<file path="config.mk">
export PLATFORM = sky130hd
export DESIGN_NAME = vc_sched
export DESIGN_NICKNAME = d
export VERILOG_FILES = /design/src/rtl/vc_sched.sv
export SDC_FILE = /design/constraint.sdc
export NUM_CORES = 1
export LEC_CHECK = 0
export CAP_MARGIN = 30
export CORE_MARGIN = 5
export CORE_UTILIZATION = 41
export CTS_CLUSTER_SIZE = 12
export DETAILED_ROUTE_END_ITERATION = 12
export PLACE_DENSITY_LB_ADDON = 0.1
export SKIP_CTS_REPAIR_TIMING = 1
export SLEW_MARGIN = 20
export SYNTH_ARGS = -nofsm -noshare
export SYNTH_HDL_FRONTEND = slang
export SYNTH_SLANG_ARGS = --single-unit
</file>
<file path="constraint.sdc">
create_clock -name clk -period 2.05 [get_ports clk]
set_input_delay 0.615 -clock clk [delete_from_list [all_inputs] [get_ports clk]]
set_output_delay 0.615 -clock clk [all_outputs]
set_load 0.03 [all_outputs]
</file>
<file path="src/rtl/vc_sched.sv">
// vc_sched: weighted round-robin scheduler draining two virtual-channel FIFOs.
// While both VCs hold data, VC0 gets WEIGHT0 consecutive pops and VC1 gets
// WEIGHT1 consecutive pops per turn. A destination pause parks the FSM in
// STALL and later resumes the interrupted state with its burst count intact.
// pop_main refills the VC FIFOs from the main FIFO while neither VC is above
// its pause threshold.
module vc_sched #(
    parameter int WEIGHT0 = 3,
    parameter int WEIGHT1 = 1
) (
    input  logic       clk,
    input  logic       reset,
    input  logic       Main_fifo_empty,
    input  logic       VC0_empty,
    input  logic       VC1_empty,
    input  logic       VC0_pause,
    input  logic       VC1_pause,
    input  logic       D0_pause,
    input  logic       D1_pause,
    output logic       pop_main,
    output logic       pop_VC0,
    output logic       pop_VC1,
    output logic [1:0] state,
    output logic [7:0] pkt_cnt_VC0,
    output logic [7:0] pkt_cnt_VC1
);

    typedef enum logic [1:0] {
        IDLE   = 2'd0,
        SERVE0 = 2'd1,
        SERVE1 = 2'd2,
        STALL  = 2'd3
    } state_t;

    // Burst counter value at which a VC has used up its turn.
    localparam logic [3:0] LAST0 = 4'(WEIGHT0 - 1);
    localparam logic [3:0] LAST1 = 4'(WEIGHT1 - 1);

    state_t     state_q, state_d;
    state_t     saved_q, saved_d;
    logic [3:0] burst_q, burst_d;
    logic       dst_pause;

    assign dst_pause = D0_pause | D1_pause;
    assign state     = state_q;

    // Read strobes: main FIFO refills while no VC is above threshold; a VC
    // is popped only while it is being served and the destination accepts.
    assign pop_main = !reset && !(VC0_pause || VC1_pause) && !Main_fifo_empty;
    assign pop_VC0  = !reset && (state_q == SERVE0) && !dst_pause && !VC0_empty;
    assign pop_VC1  = !reset && (state_q == SERVE1) && !dst_pause && !VC1_empty;

    // State, burst and resume-point registers.
    // NOTE: sequential state uses non-blocking assignments so every register
    // samples the pre-edge values regardless of statement order.
    always_ff @(posedge clk or posedge reset) begin
        if (reset) begin
            state_q <= IDLE;
            saved_q <= IDLE;
            burst_q <= 4'd0;
        end else begin
            state_q <= state_d;
            saved_q <= saved_d;
            burst_q <= burst_d;
        end
    end

    // Next-state logic: pause first, then empty-VC hand-off, then burst end.
    // NOTE: every output of this block gets a default first, so no path can
    // leave a variable unassigned and infer a latch.
    always_comb begin
        state_d = state_q;
        saved_d = saved_q;
        burst_d = burst_q;
        case (state_q)
            IDLE: begin
                burst_d = 4'd0;
                if (dst_pause) begin
                    state_d = STALL;
                    saved_d = IDLE;
                end else if (!VC0_empty) begin
                    state_d = SERVE0;
                end else if (!VC1_empty) begin
                    state_d = SERVE1;
                end
            end
            SERVE0: begin
                if (dst_pause) begin
                    state_d = STALL;
                    saved_d = SERVE0;
                end else if (VC0_empty) begin
                    state_d = VC1_empty ? IDLE : SERVE1;
                    burst_d = 4'd0;
                end else if (burst_q == LAST0) begin
                    state_d = VC1_empty ? SERVE0 : SERVE1;
                    burst_d = 4'd0;
                end else begin
                    burst_d = burst_q + 4'd1;
                end
            end
            SERVE1: begin
                if (dst_pause) begin
                    state_d = STALL;
                    saved_d = SERVE1;
                end else if (VC1_empty) begin
                    state_d = VC0_empty ? IDLE : SERVE0;
                    burst_d = 4'd0;
                end else if (burst_q == LAST1) begin
                    state_d = VC0_empty ? SERVE1 : SERVE0;
                    burst_d = 4'd0;
                end else begin
                    burst_d = burst_q + 4'd1;
                end
            end
            STALL: begin
                if (!dst_pause) begin
                    state_d = saved_q;
                end
            end
            default: begin
                state_d = IDLE;
                burst_d = 4'd0;
            end
        endcase
    end

    // Per-VC pop counters, wrapping naturally at 8 bits.
    always_ff @(posedge clk or posedge reset) begin
        if (reset) begin
            pkt_cnt_VC0 <= 8'd0;
            pkt_cnt_VC1 <= 8'd0;
        end else begin
            if (pop_VC0) pkt_cnt_VC0 <= pkt_cnt_VC0 + 8'd1;
            if (pop_VC1) pkt_cnt_VC1 <= pkt_cnt_VC1 + 8'd1;
        end
    end

endmodule
</file>
# After elaboration in Yosys (flattened, before gate mapping)

Cells that the tools add are included.

Add/sub/neg operators: 3
Bitwise operators: 1
Reduce and logical (&&, ||, !) cells: 21
Mux-type cells: 26
Eq/ne operators: 13

Operators with widths:

| cell                                          | number |
|---|---|
| two-way mux 2 bit                             | 16 |
| two-way mux 4 bit                             | 6 |
| adder 8 x 1 -> 8 bit, second input constant   | 2 |
| != test 2 bit, second input constant          | 6 |
| one-hot mux 4 bit (3 select lines)            | 1 |
| logical AND 1 bit                             | 8 |
| != test 4 x 3 -> 1 bit, second input constant | 2 |
| one-hot mux 2 bit (4 select lines)            | 1 |
| AND reduction 4 bit                           | 2 |
| zero test 1 bit                               | 6 |
| one-hot mux 2 bit (3 select lines)            | 1 |
| adder 4 x 1 -> 4 bit, second input constant   | 1 |
| == test 2 bit, second input constant          | 2 |
| == test 4 x 2 -> 1 bit, second input constant | 1 |
| zero test 4 bit                               | 1 |
| != test 4 bit, second input constant          | 1 |
| AND reduction 3 bit                           | 1 |
| nonzero test 3 bit                            | 1 |
| == test 2 x 1 -> 1 bit, second input constant | 1 |
| zero test 2 bit                               | 1 |
| logical OR 1 bit                              | 1 |
| two-way mux 1 bit                             | 1 |
| bitwise OR 1 bit                              | 1 |

Output and inout bits: 21
Word-level logic and storage cells: 69
Register bits after elaboration: 24
Input port bits: 9

# Depth between registers and ports, before layout

Gate-level depths: netlist of the first run.

Word-level depth: 5
Depth in mapped cells: 6
Mapped depth without buffers: 6

# Least setup slack after synthesis of the first run

OpenSTA, ideal clock, no wires.

Kind: flip-flop to output port
From: register state_q[1], in the netlist state[1]
To: output pop_VC0
Slack: -319 ps
Buffers on the path: 0
Data arrival time: 1754 ps
Cell stages (with the launch flop): 5
Data required time: 1435 ps
Cell sequence: dfrtp_1 > inv_1 > ha_1 > or2b_4 > nor2_1

Word-level cells in the longest chain between the ends: 4

RTL lines:

| what                            | RTL line | text |
|---|---|---|
| from (decl)                     | 39       | `state_t state_q, state_d;` |
| from (signal assigned)          | 62       | `state_q <= state_d;` |
| == test 2 x 1 -> 1 bit          | 50       | `assign pop_VC0 = !reset && (state_q == SERVE0) && !dst_pause && !VC0_empty;` |
| logical AND 1 bit (3 in series) | 50       |  |
| to (decl)                       | 21       | `output logic pop_VC0,` |

Every way passes these cells.

# Final worst setup path of the first run

Same ends and word-level chain as after synthesis.

==> results.json, run 1 <==
{
  "gp_congestion": 0.8866,
  "drv_slew": 0,
  "skew_ns": 0.001517,
  "worstPathMaxFanout": 4,
  "synth_seq_cells": 24,
  "cts_tree": "yes",
  "post-route-period-util_pct": 102.2,
  "startpoint": "state[1]",
  "grt_pass1_wl_mm": 5.043,
  "syn_avg_cell_area_um2": 10.30,
  "hp-class": "register to register",
  "syn_to_final_growth_pct": 45.16,
  "clockBufferDepth": 2,
  "drc": 0,
  "die_h_um": 66.72,
  "async_reset_ff_share_pct": 100.0,
  "violations": "setup timing",
  "post-place-ws_ns": -0.3699,
  "grt.overflow.total": 0,
  "drive_above_1_share_pct": 21.47,
  "viasPerCell": 5.023,
  "netlist_instances": 128,
  "diodes": 0,
  "dieArea_mm2": 0.004451,
  "max_slew.worst_pin.slew_ns": 0.3668,
  "setup_tns_ns": -0.08124,
  "critPathMaxStageDelay_ns": 0.41,
  "synth_area_leader_cell": "dfrtp_1",
  "dp_hpwl_mm": 2.213,
  "crit_required_ns": 1.43,
  "startpoint_type": "register",
  "end_kind": "output port",
  "core_area_mm2": 0.003078,
  "vias": 1110,
  "routed_wl_mm": 2.949,
  "synth_area_mm2": 0.001319,
  "synth_edf_count": 0,
  "synth-seq-area-share_pct": 45.54,
  "crit_chain": "inv_2 > ha_1 > or2b_4 > nor2_4 > buf_6",
  "drt-wirelength-per-cell_um": 13.34,
  "synth-warning-count": 0,
  "grt_pass1_vias": 1169,
  "ys_types": 37,
  "drtAntennaViolNets": 0,
  "start_util_pct": 42.85,
  "synthDominantCellAreaShare_pct": 45.54,
  "drtPass1Iterations": 4,
  "root_buffer": "clkbuf_4",
  "total_power_uw": 1868,
  "hold_start": "pkt_cnt_VC1[7]",
  "final.min_clock_period_ns": 2.096,
  "clock_latency_ns": 0.31,
  "p_leak_uw": 0.001126,
  "holdWs_ns": 0.4788,
  "slowest_stage": "dfrtp_1",
  "final_util_pct": 62.20,
  "ys_top_cells_by_area": "dfrtp_1 46%, ha_1 8.5%, xnor2_1 6.0%",
  "final_common_cell": "dfrtp_1",
  "grtUsageTotal_pct": 14.49,
  "io-pin-count": 30,
  "io_buffers": 29,
  "worstSetupPathType": "register to output port",
  "drt_iter0_drc": 69,
  "synthFlopType": "dfrtp_1",
  "regToRegStartpoint": "state[1]",
  "syn-num-nets": 146,
  "grt_setup_unrepaired": "yes",
  "finalHoldViolCount": 0,
  "die_x_um": 66.72,
  "arrival_ns": 1.48,
  "slew_headroom_pct": 74.91,
  "path_clk_slew_ns": 0.13,
  "ir_drop_uv": 682.5,
  "cap_viol_max_count": 0,
  "setup_violations": 2,
  "htree_levels": 1,
  "rows": 20,
  "worst_slack_ns": -0.04555,
  "status": "finished, violations left",
  "antenna_found_initial": 0,
  "fin_nets": 196,
  "cts.sinks": 24,
  "powerDensity_mw_per_mm2": 975.6,
  "final_cell_mix": "24 x dfrtp_1, 22 x dlymetal6s2s_1, 17 x buf_4, 10 x nor2_1",
  "clock.fmax_ghz": 0.4772,
  "cts_made_buffers": 3,
  "grt_max_degree": 25
}
## flip-flops by register name (all words and copies together) (netlist names)
name and flops:
state 2, pkt_cnt_VC0 8, burst_q 4, saved_q 2, pkt_cnt_VC1 8
## final timing paths
kind | to | slack [ns] | cells after the start
worst min-delay path | pkt_cnt_VC1[7] | 0.48 | 1
worst min register to register | pkt_cnt_VC1[7] | 0.48 | 1
max in group asynchronous | pkt_cnt_VC1[1] | 1.29 | 4
worst max-delay path | pop_VC0 | -0.05 | 5
min in group asynchronous | pkt_cnt_VC0[4] | 0.52 | 4
worst max register to register | pkt_cnt_VC0[6] | 0.25 | 6
## final cells by class
class	instances	area (um^2)
clock buffers	4	36.28
fillers	285	1164
inverters	9	33.78
multi-input cells	95	723.2
flip-flops and latches	24	600.6
well taps	44	55.05
repair buffers	45	465.4
## worst max-delay path, delay by kind of cell (launching register included)
kind / cells / cell delay [ns]
adders and majority gates: 1 / 0.15
and+or+nand+nor: 2 / 0.40
DFF: 1 / 0.41
buffers and inverters: 2 / 0.21
## power breakdown
| group | leakage, uW | internal, uW | switching [uW] |
|---|---|---|---|
| Sequential | 0.000323 | 563 | 104 |
| Combinational | 0.000782 | 435 | 517 |
| Clock | 0.0000210 | 108 | 140 |
## cell usage after synthesis (2+ instances only)
cell type	instances
a31oi_1	3
nand3_1	3
mux2_2	2
ha_1	9
inv_1	9
nor3b_1	2
nor2_1	11
a21oi_1	3
o22ai_1	2
nand4_1	7
o21ai_0	4
dfrtp_1	24
and2_1	2
o31ai_1	3
nand2_1	9
xnor2_1	9
xor2_1	5
nand2b_1	2
## metrics by stage
step / instance area [um^2] / std cells
floorplan: 1338 / 128
global placement: 1788 / 216
detailed placement: 1788 / 216
CTS: 1824 / 220
global route: 1914 / 221
finish: 1914 / 221
## kinds of logic (layout without fill, tap and decap cells)
logic type / Yosys count / in the layout / share of synthesized area [%]
simple gates: 46 / 46 / 19.54
flops: 24 / 24 / 45.54
compound gates: 23 / 23 / 12.05
xor+xnor: 14 / 14 / 9.298
fa+ha+maj: 9 / 9 / 8.539
buf+inv: 9 / 58 / 2.561
mux: 3 / 3 / 2.467
## metal layers
metal | vias up | GRT usage [%] | part of all wire [%]
li1 | 552 | - | -
met1 | 539 | 16.53 | 43
met2 | 17 | 26.73 | 53
met3 | 2 | 2.361 | 3.4
met4 | 0 | 5.330 | 0.51
met5 | - | 0 | 0
No activity file was read; power rests on OpenSTA's default activity.
==> run 2: changes to the inputs <==
--- a/config.mk
+++ b/config.mk
@@ -10,6 +10,7 @@
 export CORE_UTILIZATION = 41
 export CTS_CLUSTER_SIZE = 12
 export DETAILED_ROUTE_END_ITERATION = 12
+export DONT_BUFFER_PORTS = 1
 export PLACE_DENSITY_LB_ADDON = 0.1
 export SKIP_CTS_REPAIR_TIMING = 1
 export SLEW_MARGIN = 20
==> constraint.sdc (replaced) <==
create_clock -name clk -period 2.1 [get_ports clk]
set_input_delay 0.63 -clock clk [delete_from_list [all_inputs] [get_ports clk]]
set_output_delay 0.63 -clock clk [all_outputs]
set_load 0.03 [all_outputs]
==> run 2 against run 1 <==
The flow still finishes with violations (setup timing). Die area stayed put. Non-clock buffer count is 31 lower. Critical path type unchanged. Final cell count shrank 14%. Register-to-register slack better by 0.06 ns.
==> results.json, run 2 (synthesis results as in run 1) <==
{
  "vias": 982,
  "holdWs_ns": 0.2245,
  "core_area_mm2": 0.003078,
  "grt_setup_unrepaired": "yes",
  "final_common_cell": "dfrtp_1",
  "top_regs": "pkt_cnt_VC0 (8), pkt_cnt_VC1 (8), burst_q (4)",
  "cts.sinks": 24,
  "path_clk_slew_ns": 0.13,
  "finalHoldViolCount": 0,
  "io-pin-count": 30,
  "rows": 20,
  "crit_required_ns": 1.47,
  "clock.fmax_ghz": 0.4707,
  "grt_pass1_vias": 924,
  "dp_hpwl_mm": 1.855,
  "hp-class": "primary input to async pin",
  "fin_nets": 165,
  "die_h_um": 66.72,
  "drtAntennaViolNets": 0,
  "drv_slew": 0,
  "fin_cells": 190,
  "cap_viol_max_count": 0,
  "diodes": 0,
  "arrival_ns": 1.49,
  "htree_levels": 1,
  "startpoint_type": "register",
  "skew_ns": 0.004145,
  "p_leak_uw": 0.0007009,
  "violations": "setup timing",
  "final_cell_mix": "24 x dfrtp_1, 12 x buf_4, 10 x nor2_1, 9 x nand2_1, 9 x xnor2_1",
  "cts_tree": "yes",
  "io_buffers": 0,
  "multiInputGateArea_um2": 730.7,
  "post-route-period-util_pct": 101.2,
  "drc": 0,
  "drtPass1Iterations": 4,
  "end_kind": "output port",
  "crit_chain": "inv_2 > ha_4 > or2b_4 > nor2_4 > buf_8",
  "critPathMaxStageDelay_ns": 0.43,
  "fillCellCount": 295,
  "worst_slack_ns": -0.02441,
  "grt.overflow.total": 0,
  "viasPerCell": 5.168,
  "final.min_clock_period_ns": 2.124,
  "slowest_stage": "dfrtp_1",
  "drt_iter0_drc": 70,
  "seqCellArea_um2": 600.6,
  "antenna_found_initial": 0,
  "syn_to_final_growth_pct": 21.16,
  "grtUsageTotal_pct": 12.48,
  "ir_drop_uv": 1090,
  "die_x_um": 66.72,
  "max_slew.worst_pin.slew_ns": 0.4452,
  "slew_headroom_pct": 70.32,
  "placed_cells": 180,
  "setup_tns_ns": -0.02441,
  "worstPathMaxFanout": 6,
  "drive_above_1_share_pct": 23.29,
  "status": "finished, violations left",
  "grt_pass1_wl_mm": 4.278,
  "cts_made_buffers": 3,
  "setup_violations": 1,
  "total_power_uw": 1859,
  "start_util_pct": 42.85,
  "final_util_pct": 51.91,
  "drt-wirelength-per-cell_um": 13.69,
  "grt_max_degree": 25,
  "worstSetupPathType": "register to output port",
  "clock_latency_ns": 0.32,
  "clockBufferDepth": 2,
  "dieArea_mm2": 0.004451,
  "root_buffer": "clkbuf_4",
  "powerDensity_mw_per_mm2": 1164,
  "routed_wl_mm": 2.601,
  "gp_congestion": 0.8331
}
run 2: cell types whose count changed in the layout (fill, tap and decap cells not counted), sizes merged:
| cell | change |
|---|---|
| bufinv | +1 |
| clkdlybuf4s50 | -4 |
| dlymetal6s2s | -22 |
| buf | -5 |
| clkbuf | -1 |
run 2: worst max-delay path: cells and delay by family, from the launching register on:
family / cells / cell delay, ns
adders and majority gates: 1 / 0.13
and+or+nand+nor: 2 / 0.38
buffers and inverters: 2 / 0.24
DFF: 1 / 0.43
run 2: cell type report:
| cell class | count | area share [%] |
|---|---|---|
| Inverter | 9 | 2.114 |
| Tap cell | 44 | 3.446 |
| Timing Repair Buffer | 14 | 7.831 |
| Multi-Input combinational cell | 95 | 45.73 |
| Sequential cell | 24 | 37.59 |
| Clock inverter | 1 | 1.879 |
| Clock buffer | 3 | 1.410 |
run 2: final timing paths:
kind / from / endpoint / slack (ns) / cells past startpoint
worst max-delay path: state[1] / pop_VC0 / -0.02 / 5
worst min-delay path: reset / saved_q[0] / 0.22 / 2
worst max register to register: state[1] / pkt_cnt_VC0[6] / 0.31 / 6
worst min register to register: saved_q[0] / saved_q[0] / 0.52 / 1
max in group asynchronous: reset / pkt_cnt_VC1[1] / 1.64 / 2
min in group clk: saved_q[0] / saved_q[0] / 0.52 / 1
run 2: where the power goes:
group | total, uW | internal (uW) | switching, uW
clock | 333 | 193 | 140
sequential | 730 | 547 | 182
combinational | 797 | 376 | 422
run 2: metal layers:
metal	global-route usage [%]	share of wire, %
met1	14.15	43
met2	22.15	51
met3	4.890	5.7
met4	2.284	0.73
met5	0	0
run 2: through the flow:
stage / worst slack, ns / instance area (um^2)
final: -0.02441 / 1598
after global routing: -0.09242 / 1598
after CTS: -0.1213 / 1508
after detailed placement: 0.1457 / 1455
after global placement: 0.1422 / 1455
after floorplan: -0.07879 / 1328
==> run 3: changes to the inputs <==
--- a/config.mk
+++ b/config.mk
@@ -5,6 +5,7 @@
 export SDC_FILE = /design/constraint.sdc
 export NUM_CORES = 1
 export LEC_CHECK = 0
+export ABC_AREA = 0
 export CAP_MARGIN = 30
 export CORE_MARGIN = 5
 export CORE_UTILIZATION = 41
==> results of run 3 <==
Same layout as run 2: the final DEF is identical, and so are final timing and power.
